[src/rtl/bus_arbiter_n_if.sv]
`default_nettype none
// ============================================================================
// Module   : bus_arbiter_n_if
// Purpose  : requester channels plus shared bus master signals of bus_arbiter_n
// Revision : 1.0
// ============================================================================
interface bus_arbiter_n_if #(
    parameter int N_PORTS = 2,
    parameter int XLEN    = 32
);
    localparam int GID_W = (N_PORTS > 1) ? $clog2(N_PORTS) : 1;

    // Requester side
    logic [N_PORTS-1:0]      i_req;
    logic [N_PORTS*XLEN-1:0] i_addr;
    logic [N_PORTS-1:0]      i_wr_en;
    logic [N_PORTS*XLEN-1:0] i_wr_data;
    logic [N_PORTS*4-1:0]    i_byte_en;
    logic [N_PORTS-1:0]      o_ready;
    logic [XLEN-1:0]         o_rd_data;
    logic                    o_err;
    logic [GID_W-1:0]        o_grant_id;

    // Shared bus side
    logic                    o_bus_en;
    logic                    o_wr_en;
    logic [XLEN-1:0]         o_addr;
    logic [XLEN-1:0]         o_wr_data;
    logic [3:0]              o_byte_en;
    logic                    i_ack;
    logic [XLEN-1:0]         i_rd_data;

    modport master (
        input  i_req, i_addr, i_wr_en, i_wr_data, i_byte_en, i_ack, i_rd_data,
        output o_ready, o_rd_data, o_err, o_grant_id,
               o_bus_en, o_wr_en, o_addr, o_wr_data, o_byte_en
    );

    modport slave (
        output i_req, i_addr, i_wr_en, i_wr_data, i_byte_en, i_ack, i_rd_data,
        input  o_ready, o_rd_data, o_err, o_grant_id,
               o_bus_en, o_wr_en, o_addr, o_wr_data, o_byte_en
    );
endinterface
`default_nettype wire

[src/rtl/bus_arbiter_n.sv]
`default_nettype none
// ============================================================================
// Module   : bus_arbiter_n
// Purpose  : N-port round-robin / fixed-priority bus arbiter with ack timeout
// Revision : 1.0
// ============================================================================
module bus_arbiter_n #(
    parameter int N_PORTS        = 2,
    parameter int XLEN           = 32,
    parameter int PRIORITY_MODE  = 0,
    parameter int TIMEOUT_CYCLES = 255,
    parameter int CNT_W          = 8
) (
    input  logic           i_clk,
    input  logic           i_rst,
    bus_arbiter_n_if.master bus
);
    localparam int GID_W = (N_PORTS > 1) ? $clog2(N_PORTS) : 1;
    localparam logic [CNT_W-1:0] c_tmo_last =
        CNT_W'((TIMEOUT_CYCLES == 0) ? 0 : TIMEOUT_CYCLES - 1);

    typedef enum logic [1:0] {
        S_IDLE = 2'd0,
        S_BUS  = 2'd1,
        S_RESP = 2'd2
    } state_t;

    state_t             r_state,   w_state_nxt;
    logic [GID_W-1:0]   r_last,    w_last_nxt;
    logic [CNT_W-1:0]   r_cnt,     w_cnt_nxt;
    logic [GID_W-1:0]   r_gid,     w_gid_nxt;
    logic [N_PORTS-1:0] r_ready,   w_ready_nxt;
    logic [XLEN-1:0]    r_rd_data, w_rd_data_nxt;
    logic               r_err,     w_err_nxt;
    logic               r_bus_en,  w_bus_en_nxt;
    logic               r_wr_en,   w_wr_en_nxt;
    logic [XLEN-1:0]    r_addr,    w_addr_nxt;
    logic [XLEN-1:0]    r_wr_data, w_wr_data_nxt;
    logic [3:0]         r_byte_en, w_byte_en_nxt;

    logic [GID_W-1:0]   w_winner;
    logic [XLEN-1:0]    w_sel_addr;
    logic               w_sel_wr_en;
    logic [XLEN-1:0]    w_sel_wr_data;
    logic [3:0]         w_sel_byte_en;
    logic [N_PORTS-1:0] w_gid_onehot;
    int                 w_rank;
    int                 w_best_rank;

    // Winner = requesting port with the smallest rank; in round-robin the rank
    // is the distance after the last granted port, so last+1 ranks 0.
    always_comb begin
        w_winner      = '0;
        w_sel_addr    = '0;
        w_sel_wr_en   = 1'b0;
        w_sel_wr_data = '0;
        w_sel_byte_en = '0;
        w_rank        = 0;
        w_best_rank   = N_PORTS;
        for (int p = 0; p < N_PORTS; p++) begin
            if (PRIORITY_MODE != 0)
                w_rank = p;
            else if (p > int'(r_last))
                w_rank = p - int'(r_last) - 1;
            else
                w_rank = p + N_PORTS - int'(r_last) - 1;
            if (bus.i_req[p] && (w_rank < w_best_rank)) begin
                w_best_rank   = w_rank;
                w_winner      = GID_W'(p);
                w_sel_addr    = bus.i_addr[p*XLEN +: XLEN];
                w_sel_wr_en   = bus.i_wr_en[p];
                w_sel_wr_data = bus.i_wr_data[p*XLEN +: XLEN];
                w_sel_byte_en = bus.i_byte_en[p*4 +: 4];
            end
        end
    end

    always_comb begin
        w_gid_onehot = '0;
        for (int p = 0; p < N_PORTS; p++)
            w_gid_onehot[p] = (r_gid == GID_W'(p));
    end

    always_comb begin
        w_state_nxt   = r_state;
        w_last_nxt    = r_last;
        w_cnt_nxt     = r_cnt;
        w_gid_nxt     = r_gid;
        w_ready_nxt   = '0;
        w_rd_data_nxt = r_rd_data;
        w_err_nxt     = r_err;
        w_bus_en_nxt  = r_bus_en;
        w_wr_en_nxt   = r_wr_en;
        w_addr_nxt    = r_addr;
        w_wr_data_nxt = r_wr_data;
        w_byte_en_nxt = r_byte_en;
        case (r_state)
            S_IDLE: begin
                if (|bus.i_req) begin
                    w_gid_nxt     = w_winner;
                    w_addr_nxt    = w_sel_addr;
                    w_wr_en_nxt   = w_sel_wr_en;
                    w_wr_data_nxt = w_sel_wr_data;
                    w_byte_en_nxt = w_sel_byte_en;
                    w_bus_en_nxt  = 1'b1;
                    w_state_nxt   = S_BUS;
                end
            end
            S_BUS: begin
                w_cnt_nxt = r_cnt + CNT_W'(1);
                // Ack takes precedence over a timeout landing in the same cycle
                if (bus.i_ack) begin
                    w_rd_data_nxt = bus.i_rd_data;
                    w_err_nxt     = 1'b0;
                    w_bus_en_nxt  = 1'b0;
                    w_ready_nxt   = w_gid_onehot;
                    w_state_nxt   = S_RESP;
                end else if ((TIMEOUT_CYCLES != 0) && (r_cnt == c_tmo_last)) begin
                    w_rd_data_nxt = '0;
                    w_err_nxt     = 1'b1;
                    w_bus_en_nxt  = 1'b0;
                    w_ready_nxt   = w_gid_onehot;
                    w_state_nxt   = S_RESP;
                end
            end
            S_RESP: begin
                if (PRIORITY_MODE == 0)
                    w_last_nxt = r_gid;
                w_cnt_nxt   = '0;
                w_state_nxt = S_IDLE;
            end
            default: begin
                w_state_nxt  = S_IDLE;
                w_bus_en_nxt = 1'b0;
            end
        endcase
    end

    always_ff @(posedge i_clk) begin
        if (i_rst) begin
            r_state   <= S_IDLE;
            r_last    <= GID_W'(N_PORTS - 1);
            r_cnt     <= '0;
            r_gid     <= '0;
            r_ready   <= '0;
            r_rd_data <= '0;
            r_err     <= 1'b0;
            r_bus_en  <= 1'b0;
            r_wr_en   <= 1'b0;
            r_addr    <= '0;
            r_wr_data <= '0;
            r_byte_en <= '0;
        end else begin
            r_state   <= w_state_nxt;
            r_last    <= w_last_nxt;
            r_cnt     <= w_cnt_nxt;
            r_gid     <= w_gid_nxt;
            r_ready   <= w_ready_nxt;
            r_rd_data <= w_rd_data_nxt;
            r_err     <= w_err_nxt;
            r_bus_en  <= w_bus_en_nxt;
            r_wr_en   <= w_wr_en_nxt;
            r_addr    <= w_addr_nxt;
            r_wr_data <= w_wr_data_nxt;
            r_byte_en <= w_byte_en_nxt;
        end
    end

    assign bus.o_ready    = r_ready;
    assign bus.o_rd_data  = r_rd_data;
    assign bus.o_err      = r_err;
    assign bus.o_grant_id = r_gid;
    assign bus.o_bus_en   = r_bus_en;
    assign bus.o_wr_en    = r_wr_en;
    assign bus.o_addr     = r_addr;
    assign bus.o_wr_data  = r_wr_data;
    assign bus.o_byte_en  = r_byte_en;
endmodule
`default_nettype wire

[src/flat_wrapper.sv]
// flat-port wrapper written by rule: the top's interface ports become plain ports
module bus_arbiter_n_flat 
#(
    parameter int N_PORTS        = 2,
    parameter int XLEN           = 32,
    parameter int PRIORITY_MODE  = 0,
    parameter int TIMEOUT_CYCLES = 255,
    parameter int CNT_W          = 8
)
  (i_clk, i_rst, bus_i_req, bus_i_addr, bus_i_wr_en, bus_i_wr_data, bus_i_byte_en, bus_i_ack, bus_i_rd_data, bus_o_ready, bus_o_rd_data, bus_o_err, bus_o_grant_id, bus_o_bus_en, bus_o_wr_en, bus_o_addr, bus_o_wr_data, bus_o_byte_en);
  bus_arbiter_n_if #(.N_PORTS(N_PORTS), .XLEN(XLEN)) bus_i ();
  input  logic i_clk;
  input  logic i_rst;
  input wire logic [$bits(bus_i.i_req)-1:0] bus_i_req;
  input wire logic [$bits(bus_i.i_addr)-1:0] bus_i_addr;
  input wire logic [$bits(bus_i.i_wr_en)-1:0] bus_i_wr_en;
  input wire logic [$bits(bus_i.i_wr_data)-1:0] bus_i_wr_data;
  input wire logic [$bits(bus_i.i_byte_en)-1:0] bus_i_byte_en;
  input wire logic [$bits(bus_i.i_ack)-1:0] bus_i_ack;
  input wire logic [$bits(bus_i.i_rd_data)-1:0] bus_i_rd_data;
  output wire logic [$bits(bus_i.o_ready)-1:0] bus_o_ready;
  output wire logic [$bits(bus_i.o_rd_data)-1:0] bus_o_rd_data;
  output wire logic [$bits(bus_i.o_err)-1:0] bus_o_err;
  output wire logic [$bits(bus_i.o_grant_id)-1:0] bus_o_grant_id;
  output wire logic [$bits(bus_i.o_bus_en)-1:0] bus_o_bus_en;
  output wire logic [$bits(bus_i.o_wr_en)-1:0] bus_o_wr_en;
  output wire logic [$bits(bus_i.o_addr)-1:0] bus_o_addr;
  output wire logic [$bits(bus_i.o_wr_data)-1:0] bus_o_wr_data;
  output wire logic [$bits(bus_i.o_byte_en)-1:0] bus_o_byte_en;
  assign bus_i.i_req = bus_i_req;
  assign bus_i.i_addr = bus_i_addr;
  assign bus_i.i_wr_en = bus_i_wr_en;
  assign bus_i.i_wr_data = bus_i_wr_data;
  assign bus_i.i_byte_en = bus_i_byte_en;
  assign bus_i.i_ack = bus_i_ack;
  assign bus_i.i_rd_data = bus_i_rd_data;
  assign bus_o_ready = bus_i.o_ready;
  assign bus_o_rd_data = bus_i.o_rd_data;
  assign bus_o_err = bus_i.o_err;
  assign bus_o_grant_id = bus_i.o_grant_id;
  assign bus_o_bus_en = bus_i.o_bus_en;
  assign bus_o_wr_en = bus_i.o_wr_en;
  assign bus_o_addr = bus_i.o_addr;
  assign bus_o_wr_data = bus_i.o_wr_data;
  assign bus_o_byte_en = bus_i.o_byte_en;
  bus_arbiter_n #(.N_PORTS(N_PORTS), .XLEN(XLEN), .PRIORITY_MODE(PRIORITY_MODE), .TIMEOUT_CYCLES(TIMEOUT_CYCLES), .CNT_W(CNT_W)) u_core (.i_clk(i_clk), .i_rst(i_rst), .bus(bus_i));
endmodule
[config.mk]
export PLATFORM = sky130hd
export DESIGN_NAME = bus_arbiter_n_flat
export DESIGN_NICKNAME = d
export VERILOG_FILES = /design/src/rtl/bus_arbiter_n_if.sv /design/src/rtl/bus_arbiter_n.sv /design/src/flat_wrapper.sv
export SDC_FILE = /design/constraint.sdc
export NUM_CORES = 1
export LEC_CHECK = 0
export CORE_MARGIN = 1.5
export CORE_UTILIZATION = 35
export CTS_CLUSTER_DIAMETER = 80
export DETAILED_ROUTE_END_ITERATION = 6
export GPL_TIMING_DRIVEN = 0
export PLACE_DENSITY = 0.78
export SYNTH_ARGS = -nofsm -noshare
export SYNTH_HDL_FRONTEND = slang
export SYNTH_SLANG_ARGS = --single-unit
export TNS_END_PERCENT = 30
[constraint.sdc]
create_clock -name i_clk -period 1.88 [get_ports i_clk]
set_input_delay 0.376 -clock i_clk [delete_from_list [all_inputs] [get_ports i_clk]]
set_output_delay 0.376 -clock i_clk [all_outputs]
set_load 0.01 [all_outputs]
==> results of run 1 <==
## area by class of cell
class / instances / area [sq um]
repair buffers: 279 / 2800
well taps: 168 / 210
clock inverters: 12 / 200
inverters: 7 / 26.3
multi-input cells: 283 / 1840
clock buffers: 20 / 467
flip-flops and latches: 117 / 2340
plain buffers: 43 / 221
fillers: 952 / 4050
## cell usage in the layout, fill, tap and decap left out, drive strengths merged, types with 2 or more instances in the layout
cell type,instances
clkinvlp,3
nor3,4
xor2,3
a311oi,21
nand2,36
clkbuf,47
mux2i,3
ha,7
nand4,3
nor2,77
bufinv,5
clkdlybuf4s50,278
or3,2
dfxtp,117
a22o,32
nand3,24
o21ai,4
a222oi,48
buf,16
clkinv,4
a21oi,9
inv,7
a211oi,2
## report_power, final
part	total, uW	internal, uW	switching, uW	leakage, uW
Clock	3640	2450	1190	0.000318
Combinational	3470	1800	1660	0.00181
Sequential	3300	2990	305	0.000960
## synth_stat cells
cell type,n
dfxtp_1,117
nor2_1,77
a222oi_1,48
nand2_1,36
a22o_1,32
clkbuf_1,24
nand3_1,24
a311oi_1,21
buf_2,13
a21oi_1,9
ha_1,7
inv_1,6
nor3_1,4
buf_6,3
mux2i_1,3
nand4_1,3
xor2_1,3
a211oi_1,2
buf_1,2
o21ai_0,2
o21ai_1,2
or3_1,2
a21boi_2,1
and2_4,1
and3_1,1
buf_4,1
inv_2,1
nor2b_1,1
nor3b_1,1
o211a_1,1
o211ai_1,1
xnor2_1,1
## per-layer routing
layer / vias to the layer above / global-route usage, % / part of all wire (%)
met5: - / 0 / 0
met4: 0 / 10.9 / 2.5
met3: 32 / 9.38 / 10
met2: 304 / 46.7 / 52
met1: 2357 / 26.2 / 36
li1: 2301 / - / -
## path summary, 6_finish.rpt
path / to / cells after the start / from / slack [ps]
max: bus_o_grant_id / 1 / u_core.bus.o_grant_id$_SDFFE_PP0P_ / 40
min: u_core.bus.o_wr_data[27]$_SDFFE_PP0P_ / 3 / bus_i_req[0] / 320
max reg2reg: u_core.bus.o_rd_data[16]$_SDFFE_PP0P_ / 6 / u_core.r_state[1]$_SDFFE_PP0P_ / 50
min reg2reg: u_core.bus.o_bus_en$_SDFFE_PP0P_ / 2 / u_core.bus.o_bus_en$_SDFFE_PP0P_ / 470
## state kept, by name (all words and copies together) (netlist names)
signal / cells
u_core.bus.o_addr: 32
u_core.bus.o_rd_data: 32
u_core.bus.o_wr_data: 32
u_core.r_cnt: 8
u_core.bus.o_byte_en: 4
u_core.bus.o_ready: 2
u_core.r_state: 2
u_core.bus.o_bus_en: 1
u_core.bus.o_err: 1
u_core.bus.o_grant_id: 1
u_core.bus.o_wr_en: 1
u_core.r_last: 1
## through the flow
step / setup TNS, ps / utilization [%] / setup WS, ps / instances / area (sq um)
after CTS: 0 / 66.5 / 17.9 / 929 / 8090
after detailed placement: -25110 / 60.9 / -346 / 897 / 7410
after global routing: -1770 / 66.7 / -85.8 / 929 / 8110
after floorplan: 0 / - / 211 / 450 / 4400
final: 0 / 66.7 / 38.9 / 929 / 8110
after global placement: -22600 / 60.9 / -278 / 897 / 7410
## cell families (layout without fill, tap and decap cells)
group                      count (synthesis)  count (layout)  share of synthesized area (%)
AOI/OAI and AO/OA                        119             119                           23.9
buffers and inverters                     50             361                           5.23
muxes                                      3               3                          0.682
and+or+nand+nor                          150             150                           14.2
DFF                                      117             117                           53.2
xor gates and xnor gates                   4               4                          0.796
adders and majority gates                  7               7                           1.99
## what timing repair did
item | 4_1_cts | 5_1_grt
pin swaps | 1 | 1
hold buffers | 0 | 0
resized for setup | 5 | 13
setup endpoints to repair | 31 | 76
==> results_dict.tcl, run 1 <==
set metrics [dict create \
    power.density_nw_per_um2 1280 \
    clock_sinks 117 \
    antenna_cells 0 \
    syn-num-nets 632 \
    ys_seq_area_share_pct 53.2 \
    final_hold_viol_count 0 \
    die_h_um 115 \
    fin_skew_ps 6.38 \
    yosysTopAreaCell "dfxtp_1" \
    drive_gt1_share_pct 8.02 \
    min_period_over_period_pct 97.9 \
    worst_ir_drop_vdd_mv 0.706 \
    dp_hpwl_mm 13.2 \
    slowest_delay_ps 600 \
    netlist.area_leader.share_pct 53.2 \
    final_nets 930 \
    antenna_left 0 \
    hp-class "in -> reg" \
    worst_slew_pin_slew_ps 539 \
    root_buffer "clkbuf_16" \
    vias 4994 \
    io_buffers 279 \
    cts_buffers 17 \
    syn_inst 450 \
    setup_viol 0 \
    synth_area_sq_um 4400 \
    relSlewSlack_pct 64.1 \
    drv_slew 0 \
    cap_violations 0 \
    grt_usage_pct 25.5 \
    routed_wl_mm 17.6 \
    cp_slowest_cell "clkdlybuf4s50_1" \
    cp_cell_sequence "clkdlybuf4s50_1" \
    synth.distinct_cells 32 \
    path_clk_slew_ps 50 \
    cts_tree "yes" \
    critPathBufInv 1 \
    h-tree-depth 4 \
    min_period_ps 1840 \
    grt_pass1_wl_mm 25.7 \
    critPathRequiredTime_ps 1500 \
    worst-path-max-fanout 5 \
    fmax_ghz 0.543 \
    post_cts_buffers 0 \
    critPathTopFamily "buffers and inverters" \
    path_class "reg -> out" \
    ys_ff_latch 117 \
    gp_congestion 0.850 \
    avgSynthCellArea_sq_um 9.78 \
    drt-pass1-iter-count 7 \
    ys_warn_count 0 \
    initial_core_util_pct 36.2 \
    die-area_sq_um 13300 \
    rsz0062_at_grt "yes" \
    hold_slack_ps 325 \
    ioPinCount 281 \
    viasPerCell 5.38 \
    drt-initial-drc-count 576 \
    area_growth_syn_to_layout_pct 84.1 \
    synth_area_leaders "dfxtp_1 53%, a222oi_1 11%, nor2_1 6.6%" \
    grt_max_degree 17 \
    crit_path_start_kind "register" \
    first_global_vias 5033 \
    power_leakage_uw 0.00309 \
    coreArea_sq_um 12200 \
    antenna_found_initial 0 \
    arrival_ps 1470 \
    cts.path.max_buffers 2 \
    wl_per_cell_um 18.9 \
    power_uw 10400 \
    worst_skew_pair.late_latency_ps 420 \
    drc 7 \
    row_count 40 \
    dieWidth_um 115 \
    violations "DRC" \
    status "complete, but fails checks" \
    grt_overflow 0 \
    crit_path_end_kind "output pin" \
]
No activity file was read; power rests on OpenSTA's default activity.
==> run 2: changes to the inputs <==
- CORE_UTILIZATION: 35 -> 33
- PLACE_DENSITY: 0.78 -> 0.77
- clock period: 1.88 -> 1.65 ns (I/O delays scaled with it)
==> results_dict.tcl, run 2 (same netlist as run 1, synthesis figures left out) <==
set metrics [dict create \
    fin_skew_ps 8.48 \
    drc 1 \
    row_count 42 \
    busiest_layer "met2" \
    arrival_ps 1290 \
    grt_usage_pct 24.1 \
    final_hold_viol_count 0 \
    dpl_worst_slack_ps -551 \
    viasPerCell 5.33 \
    drv_slew 0 \
    io_buffers 279 \
    routed_wl_mm 17.5 \
    cp_cell_sequence "clkdlybuf4s50_1" \
    fin_util_pct 62.7 \
    cts_tree "yes" \
    first_global_vias 4967 \
    layout_setup_ws_ps 32.0 \
    worst-path-max-fanout 2 \
    setup_viol 0 \
    path_class "reg -> out" \
    grt_util_met1_pct 26.4 \
    vias 5012 \
    grt_max_degree 20 \
    place_area_sq_um 7420 \
    h-tree-depth 4 \
    cts.hold.buffers_added 0 \
    area_growth_syn_to_layout_pct 87.2 \
    dieWidth_um 119 \
    hp-class "in -> reg" \
    drt-initial-drc-count 453 \
    min_period_over_period_pct 98.1 \
    fin_area_sq_um 8240 \
    cap_violations 0 \
    relSlewSlack_pct 65.5 \
    path_clk_slew_ps 50 \
    power_leakage_uw 0.00403 \
    critPathRequiredTime_ps 1320 \
    crit_path_start_kind "register" \
    clock_sinks 117 \
    violations "DRC" \
    dp_hpwl_mm 12.9 \
    die-area_sq_um 14000 \
    ioPinCount 281 \
    fmax_ghz 0.618 \
    gr-usage-met2_pct 42.7 \
    antenna_cells 0 \
    wl_per_cell_um 18.6 \
    drive_gt1_share_pct 9.82 \
    slowest_delay_ps 550 \
    cp.depth 1 \
    status "complete, but fails checks" \
    gr-usage-met3_pct 8.40 \
    cts.path.max_buffers 2 \
    drt-pass1-iter-count 7 \
    min_period_ps 1620 \
    final_nets 933 \
    final_cell_mix "201 x clkdlybuf4s50_1, 113 x dfxtp_1, 77 x nor2_1" \
    critPathBufInv 1 \
    coreArea_sq_um 13100 \
    worst_skew_pair.late_latency_ps 410 \
    worst_slew_pin_slew_ps 518 \
    hold_path_depth 3 \
    grt_pass1_wl_mm 26.2 \
    critPathTopFamily "buffers and inverters" \
    crit_path_end_kind "output pin" \
    cts_buffers 17 \
    antenna_found_initial 0 \
    antenna_left 0 \
    final_common_cell "clkdlybuf4s50_1" \
    cp_slowest_cell "clkdlybuf4s50_1" \
    rr_worst_depth 8 \
    place_inst 905 \
    worst_ir_drop_vdd_mv 0.708 \
    gp_congestion 0.879 \
    power.density_nw_per_um2 1390 \
    root_buffer "clkbuf_16" \
    grt_overflow 0 \
    stdcell_count 940 \
    die_h_um 119 \
    initial_core_util_pct 33.5 \
]
run 2: where the power goes:
part	switching, uW	total, uW	internal, uW
clock	1320	3690	2370
combinational	1950	3990	2030
sequential	334	3750	3420
run 2: path summary, 6_finish.rpt:
kind                            slack [ps]                                  start                               endpoint
worst max register to register          60         u_core.r_state[0]$_SDFFE_PP0P_  u_core.bus.o_wr_data[13]$_SDFFE_PP0P_
worst min-delay path                   300                           bus_i_req[0]  u_core.bus.o_wr_data[27]$_SDFFE_PP0P_
worst min register to register         470   u_core.bus.o_rd_data[8]$_SDFFE_PP0P_   u_core.bus.o_rd_data[8]$_SDFFE_PP0P_
worst max-delay path                    30  u_core.bus.o_wr_data[10]$_SDFFE_PP0P_                      bus_o_wr_data[10]
run 2: stage by stage:
stage               total power (uW)  setup TNS, ps  hold WS [ps]
global placement                7540         -45480           454
CTS                            11400              0           282
detailed placement              7650         -47770           459
finish                         11400              0           299
global route                   12000           -103           302
floorplan                       5630              0           426
run 2: tightest hold or removal path, stage by stage:
cell	delay, ps
buf_4	150
nand3_1	80
a311oi_1	90
run 2: final cells by class:
class	count	area (sq um)
fillers	1086	4900
repair buffers	284	2940
flip-flops and latches	117	2350
multi-input cells	283	1870
clock buffers	20	437
plain buffers	41	243
well taps	176	220
clock inverters	12	155
inverters	7	28.8
run 2: what timing repair did:
action	4_1_cts	5_1_grt
endpoints found under the setup margin	127	141
pin swaps	6	14
cloned	0	1
resized for setup	50	78
setup buffers	4	0
run 2: metal layers:
layer | vias up | share of wire (%)
li1 | 2315 | -
met1 | 2357 | 38
met2 | 304 | 49
met3 | 36 | 9.6
met4 | 0 | 2.5
met5 | - | 0
